--- src/rtl/pwm8_decode.sv ---
// Receive end of the 8-bit PWM link: measures high time and frame period of
// PWM_sig and publishes the validated duty with a one-cycle strobe per frame.
module pwm8_decode #(
    parameter int PERIOD = 256
) (
    input  logic       clk,
    input  logic       rst_n,
    input  logic       PWM_sig,
    output logic [7:0] duty,
    output logic       vld,
    output logic       frm_err,
    output logic       lost
);
    localparam int CW = $clog2(2 * PERIOD) + 1;
    localparam logic [CW-1:0] P1 = CW'(PERIOD);
    localparam logic [CW-1:0] P2 = CW'(2 * PERIOD);
    localparam logic [CW-1:0] ONE = CW'(1);

    typedef enum logic [1:0] {IDLE, HIGH, LOW} state_t;

    state_t        state;
    logic          s1, s2, s3;
    logic          rise, fall;
    logic [CW-1:0] pcnt, pcnt_inc, hi_len, hi_m1;

    assign rise     = s2 & ~s3;
    assign fall     = ~s2 & s3;
    assign pcnt_inc = (&pcnt) ? pcnt : pcnt + ONE;
    assign hi_m1    = hi_len - ONE;

    always_ff @(posedge clk or negedge rst_n) begin
        if (!rst_n) begin
            s1 <= 1'b0;
            s2 <= 1'b0;
            s3 <= 1'b0;
        end else begin
            s1 <= PWM_sig;
            s2 <= s1;
            s3 <= s2;
        end
    end

    always_ff @(posedge clk or negedge rst_n) begin
        if (!rst_n) begin
            state   <= IDLE;
            pcnt    <= '0;
            hi_len  <= '0;
            duty    <= 8'h00;
            vld     <= 1'b0;
            frm_err <= 1'b0;
            lost    <= 1'b0;
        end else begin
            vld     <= 1'b0;
            frm_err <= 1'b0;
            pcnt    <= pcnt_inc;
            case (state)
                // The first rise after IDLE only opens a measurement window.
                IDLE: begin
                    if (rise) begin
                        pcnt  <= ONE;
                        state <= HIGH;
                    end else if (pcnt == P2) begin
                        lost <= 1'b1;
                    end
                end
                HIGH: begin
                    if (fall) begin
                        hi_len <= pcnt;
                        state  <= LOW;
                    end else if (pcnt == P1) begin
                        // Constant high: synthesize a frame start every PERIOD.
                        duty <= 8'hFF;
                        vld  <= 1'b1;
                        lost <= 1'b0;
                        pcnt <= ONE;
                    end
                end
                LOW: begin
                    if (rise) begin
                        pcnt  <= ONE;
                        state <= HIGH;
                        if (pcnt == P1) begin
                            duty <= 8'(hi_m1);
                            vld  <= 1'b1;
                            lost <= 1'b0;
                        end else begin
                            frm_err <= 1'b1;
                        end
                    end else if (pcnt == P2) begin
                        lost  <= 1'b1;
                        state <= IDLE;
                    end
                end
                default: state <= IDLE;
            endcase
        end
    end
endmodule

--- config.mk ---
export PLATFORM = sky130hd
export DESIGN_NAME = pwm8_decode
export DESIGN_NICKNAME = d
export VERILOG_FILES = /design/src/rtl/pwm8_decode.sv
export SDC_FILE = /design/constraint.sdc
export NUM_CORES = 1
export LEC_CHECK = 0
export CAP_MARGIN = 15
export CORE_MARGIN = 8
export CORE_UTILIZATION = 29
export CTS_BUF_LIST = sky130_fd_sc_hd__clkbuf_4
export DETAILED_ROUTE_END_ITERATION = 6
export SLEW_MARGIN = 40
export SYNTH_ARGS = -nofsm -noshare
export SYNTH_HDL_FRONTEND = slang
export SYNTH_SLANG_ARGS = --single-unit
--- constraint.sdc ---
create_clock -name clk -period 2.4 [get_ports clk]
set_clock_uncertainty 0.2 [all_clocks]
set_input_delay 0.36 -clock clk [delete_from_list [all_inputs] [get_ports clk]]
set_output_delay 0.36 -clock clk [all_outputs]
set_load 0.05 [all_outputs]
; After elaboration in Yosys (flattened, before gate mapping)
; Index checks and enable logic that the tools add are counted.
[totals]
input_bits = 3
elab_cells = 65
out_inout_bits = 11
ff_bits = 34
[op_classes]
bitwise_logic = 4
n_reduce_logical = 9
add_sub_neg = 2
n_eq_ne = 12
mux = 28
[op_table]
columns = operator, n
row1 = $mux W10, 4
row2 = $mux W8, 4
row3 = $pmux W10 S2, 1
row4 = $pmux W8 S2, 1
row5 = $ne A2 B2 Y1 const B, 7
row6 = $mux W1, 11
row7 = $add A10 B1 Y10 const B, 1
row8 = $eq A10 B10 Y1 const B, 1
row9 = $eq A10 B9 Y1 const B, 1
row10 = $reduce_and A10 Y1, 1
row11 = $mux W2, 4
row12 = $sub A8 B1 Y8 const B, 1
row13 = $pmux W2 S3, 1
row14 = $reduce_and A3 Y1, 2
row15 = $reduce_and A5 Y1, 1
row16 = $ne A3 B3 Y1 const B, 1
row17 = $pmux W1 S3, 1
row18 = $reduce_bool A3 Y1, 1
row19 = $and A1 B1 Y1, 2
row20 = $eq A2 B1 Y1 const B, 1
row21 = $eq A2 B2 Y1 const B, 1
row22 = $logic_not A2 Y1, 1
row23 = $not A1 Y1, 2
row24 = $pmux W1 S2, 1
row25 = 3 further kinds, 3

; Longest topological paths before layout
[depth]
ltp_word = 5
depth_mapped = 7
ltp_nobuf = 6

; Worst setup path before layout
; OpenSTA, ideal clock, no wires.
[synth_path]
path_kind = register to register
startpoint = register pcnt[0]
endpoint = register pcnt[4]
synth_period_minus_slack_ps = 1896
n_path_buf = 0
stages_incl_launch_ff = 7
arrival_ps = 1561
setup_ps = 135
setup_slack_ps = 504
t_required_ps = 2065
cell_sequence = dfrtp_1 > inv_1 > ha_1 > nor4b_4 > nand4b_4 > a211oi_4 > nor3_2
[synth_between]
elab_chain_cells = 5
word_cells_on_any_way = 8
cone_classes = add/sub: 1 / eq/ne: 1 / mux: 5 / reduce/logical: 1
[synth_rtl]
columns = item, line_no
row1 = "start, declared", 24  ; logic [CW-1:0] pcnt, pcnt_inc, hi_len, hi_m1;
row2 = "start signal, assigned", 55  ; pcnt <= pcnt_inc;
row3 = $add A10 B1 Y10 or $reduce_and A10 Y1 (tied branches), 28  ; assign pcnt_inc = (&pcnt) ? pcnt : pcnt + ONE;
row4 = $mux W10, 28
row5 = $mux W10, 70  ; end else if (pcnt == P1) begin
row6 = $mux W10, 67  ; if (fall) begin
row7 = $pmux W10 S2 *, 56  ; case (state)
; Mark *: on every way between the ends. The rest lies on a longest branch, timed or not.
; A chain may end at the register's enable or synchronous reset.

; Final worst setup path
[layout_path]
startpoint = register pcnt[0]
endpoint = register duty[0]
[layout_between]
elab_chain_cells = 3
word_cells_on_any_way = 4
cone_classes = eq/ne: 3 / reduce/logical: 1
[layout_rtl]
columns = item, line_no
row1 = $eq A10 B9 Y1 *, "70, 82"
row2 = $ne A2 B2 Y1 (no source line), n/a
row3 = $reduce_and A5 Y1 (no source line) *, n/a
row4 = "end signal, assigned", 83  ; duty <= 8'(hi_m1);
row5 = "end, declared", 9  ; output logic [7:0] duty,
; Marked as above.

==> flow_summary.json <==
{
  "cts_post_setup_buffers_inserted": 0,
  "clk_latency_ns": 0.34,
  "ant_nets": 0,
  "synth_top_area_frac": 0.4626,
  "leakage_nw": 0.9619,
  "chipHeight_um": 95.64,
  "drive_gt1_frac": 0.1429,
  "grt_pass1_wl_um": 6272,
  "utilization": 0.3468,
  "multi_input_area_um2": 918.4,
  "cp_slowest_cell": "dfrtp_1",
  "vias": 1301,
  "layout_setup_ws_ns": 0.2790,
  "period_needed_ns": 2.121,
  "clockBufferDepth": 2,
  "final_nets": 199,
  "crit_path_max_fanout": 8,
  "first_pass_iters": 4,
  "syn_nets": 180,
  "fp.dieArea_um2": 9147,
  "r2r-end": "duty[0]$_DFFE_PN0P_",
  "synthCells": 169,
  "root_buffer": "clkbuf_4",
  "gr-usage-all-layers": 0.08590,
  "drc": 0,
  "io_pins": 14,
  "synth_area_um2": 1839,
  "antenna_found_initial": 0,
  "grt_max_degree": 35,
  "final-seq-area_um2": 850.8,
  "start_util": 0.2947,
  "tightestPinTransition_ns": 0.5115,
  "antenna_cells": 0,
  "yosys.area.top_type": "dfrtp_1",
  "cts.sinks": 34,
  "final.period_utilization": 0.8838,
  "synth_seq_area_share": 0.4626,
  "grt_pass1_vias": 1326,
  "routedWlPerCell_um": 12.94,
  "wl_um": 3441,
  "worstSetupPathType": "reg2reg",
  "max_clock_freq_mhz": 471.5,
  "die_w_um": 95.64,
  "viasPerCell": 4.891,
  "num_rows": 29,
  "gp_congestion": 0.7969,
  "stdcell_count": 266,
  "area_growth_pct": 17.69,
  "cts_tree": "built",
  "cp_slowest_stage_delay_ns": 0.46,
  "grt_setup_unrepaired": "false",
  "crit_chain": "inv_1 -> ha_1 -> nor4b_4 -> nand4b_4 -> nor2_1 -> a2bb2oi_1",
  "finalSetupTns_ns": 0,
  "slew_headroom": 0.6578,
  "ys.flop_type": "dfrtp_1",
  "endpoint": "duty[0]$_DFFE_PN0P_",
  "ys_seq_elements": 34,
  "core_um2": 6241,
  "r2r_start": "pcnt[0]$_DFF_PN0_",
  "grt_overflow": 0,
  "drv_slew": 0,
  "fill_cells": 628,
  "hold_buffers": 0,
  "crit_required_ns": 2.40,
  "cp-startpoint": "pcnt[0]$_DFF_PN0_",
  "irDropWorstVdd_v": 0.0002931,
  "r2r_setup_slack_ns": 0.28,
  "place_ws_ns": 0.2887,
  "outcome": "finished, final reports clean",
  "synth-async-reset-ratio": 1.000,
  "reg2reg_depth": 6,
  "p_total_mw": 2.071,
  "cp-start-kind": "register",
  "synthMostInstantiatedCell": "dfrtp_1",
  "synth.avg_cell_area_um2": 10.88,
  "port_buffers": 13,
  "synthTopCellsByArea": "dfrtp_1 46%, ha_1 5.4%, a2bb2oi_1 3.8%, mux2_2 3.7%, nor2_1 3.5%",
  "fin_hold_ws_ns": 0.1583,
  "maxCapViolCount": 0,
  "htree_levels": 2,
  "min-delay-path-class": "reg2reg",
  "drt_iter0_drc": 132,
  "hpwl_um": 2471,
  "setup_viol": 0,
  "dpl.cell_count": 258,
  "finalHoldViolations": 0,
  "synth_cell_types": 48,
  "ys_top_cells_by_count": "34 x dfrtp_1, 17 x nor2_1, 11 x nand2_1",
  "path_clk_slew_ns": 0.10,
  "synth_edf_count": 0,
  "ys_warn_count": 0,
  "design_area_um2": 2165,
  "power_per_cell_area_nw_per_um2": 956.9,
  "placed_cell_area_um2": 2063,
  "cts_resized": 0,
  "cts_made_buffers": 5,
  "cp.arrival_ns": 2.13,
  "critPathCaptureType": "register"
}
-- area by class of cell --
class                           instances  share of cell area
Inverter                                8             0.01387
Clock buffer                            5             0.01734
Multi-Input combinational cell        121              0.4243
Timing Repair Buffer                   18             0.07746
Tap cell                               77             0.04451
Sequential cell                        34              0.3931
Clock inverter                          3             0.02948
-- flip-flops by register name, indices dropped and copies added, names as in the netlist --
signal and cells:
frm_err 1, state 2, lost 1, s1 1, s3 1, hi_len 8, duty 8, s2 1
vld 1, pcnt 10
-- worst max-delay path, delay by kind of cell (launching register included) --
kind,cells,cell delay [ns]
adders and majority gates,1,0.14
and+or+nand+nor,3,0.94
DFF,1,0.46
AOI/OAI and AO/OA,1,0.13
buffers and inverters,1,0.10
-- power breakdown --
part | internal, mW | switching, mW | total (mW)
registers | 0.654 | 0.122 | 0.776
clock network | 0.321 | 0.198 | 0.519
logic | 0.352 | 0.424 | 0.776
-- routing by layer --
layer	global-route usage	wire length, µm	up-vias
li1	-	-	649
met1	0.1136	1688	625
met2	0.1280	1501	19
met3	0.02756	175	8
met4	0.03073	74	0
met5	0	0	-
-- cell usage in the layout, fill, tap and decap left out, types with 3 or more instances in the layout --
cell type | synthesis | routed
xor2_1 | 3 | 3
clkbuf_4 | 0 | 5
a211oi_1 | 5 | 5
nand2_1 | 11 | 11
xnor2_1 | 6 | 6
nor3_1 | 3 | 3
dfrtp_1 | 34 | 34
mux2i_1 | 3 | 3
buf_4 | 0 | 5
nand3_1 | 3 | 3
a2bb2oi_1 | 8 | 8
ha_1 | 8 | 8
inv_1 | 8 | 8
clkdlybuf4s50_1 | 0 | 13
nor2_1 | 17 | 17
mux2_2 | 6 | 6
nand4_1 | 3 | 3
o21ai_0 | 7 | 7
-- kinds of logic after synthesis --
family,after synthesis,share of synthesized area
adder cells (fa/ha/maj),9,0.05987
multiplexers,9,0.05306
AO/OA/AOI/OAI,35,0.1463
AND/OR/NAND/NOR,59,0.1973
XOR/XNOR,9,0.04286
flip-flops,34,0.4626
buffers and inverters,14,0.03810
-- how the worst min path moves through the flow --
stage	startpoint	endpoint	slack [ns]	cells after the start
floorplan	rst_n	duty[0]$_DFFE_PN0P_	-0.14	0
global placement	s1$_DFF_PN0_	s2$_DFF_PN0_	0.13	0
detailed placement	s1$_DFF_PN0_	s2$_DFF_PN0_	0.14	0
CTS	s1$_DFF_PN0_	s2$_DFF_PN0_	0.16	0
global route	s1$_DFF_PN0_	s2$_DFF_PN0_	0.19	0
finish	s1$_DFF_PN0_	s2$_DFF_PN0_	0.16	0
No activity file was read; power rests on OpenSTA's default activity.
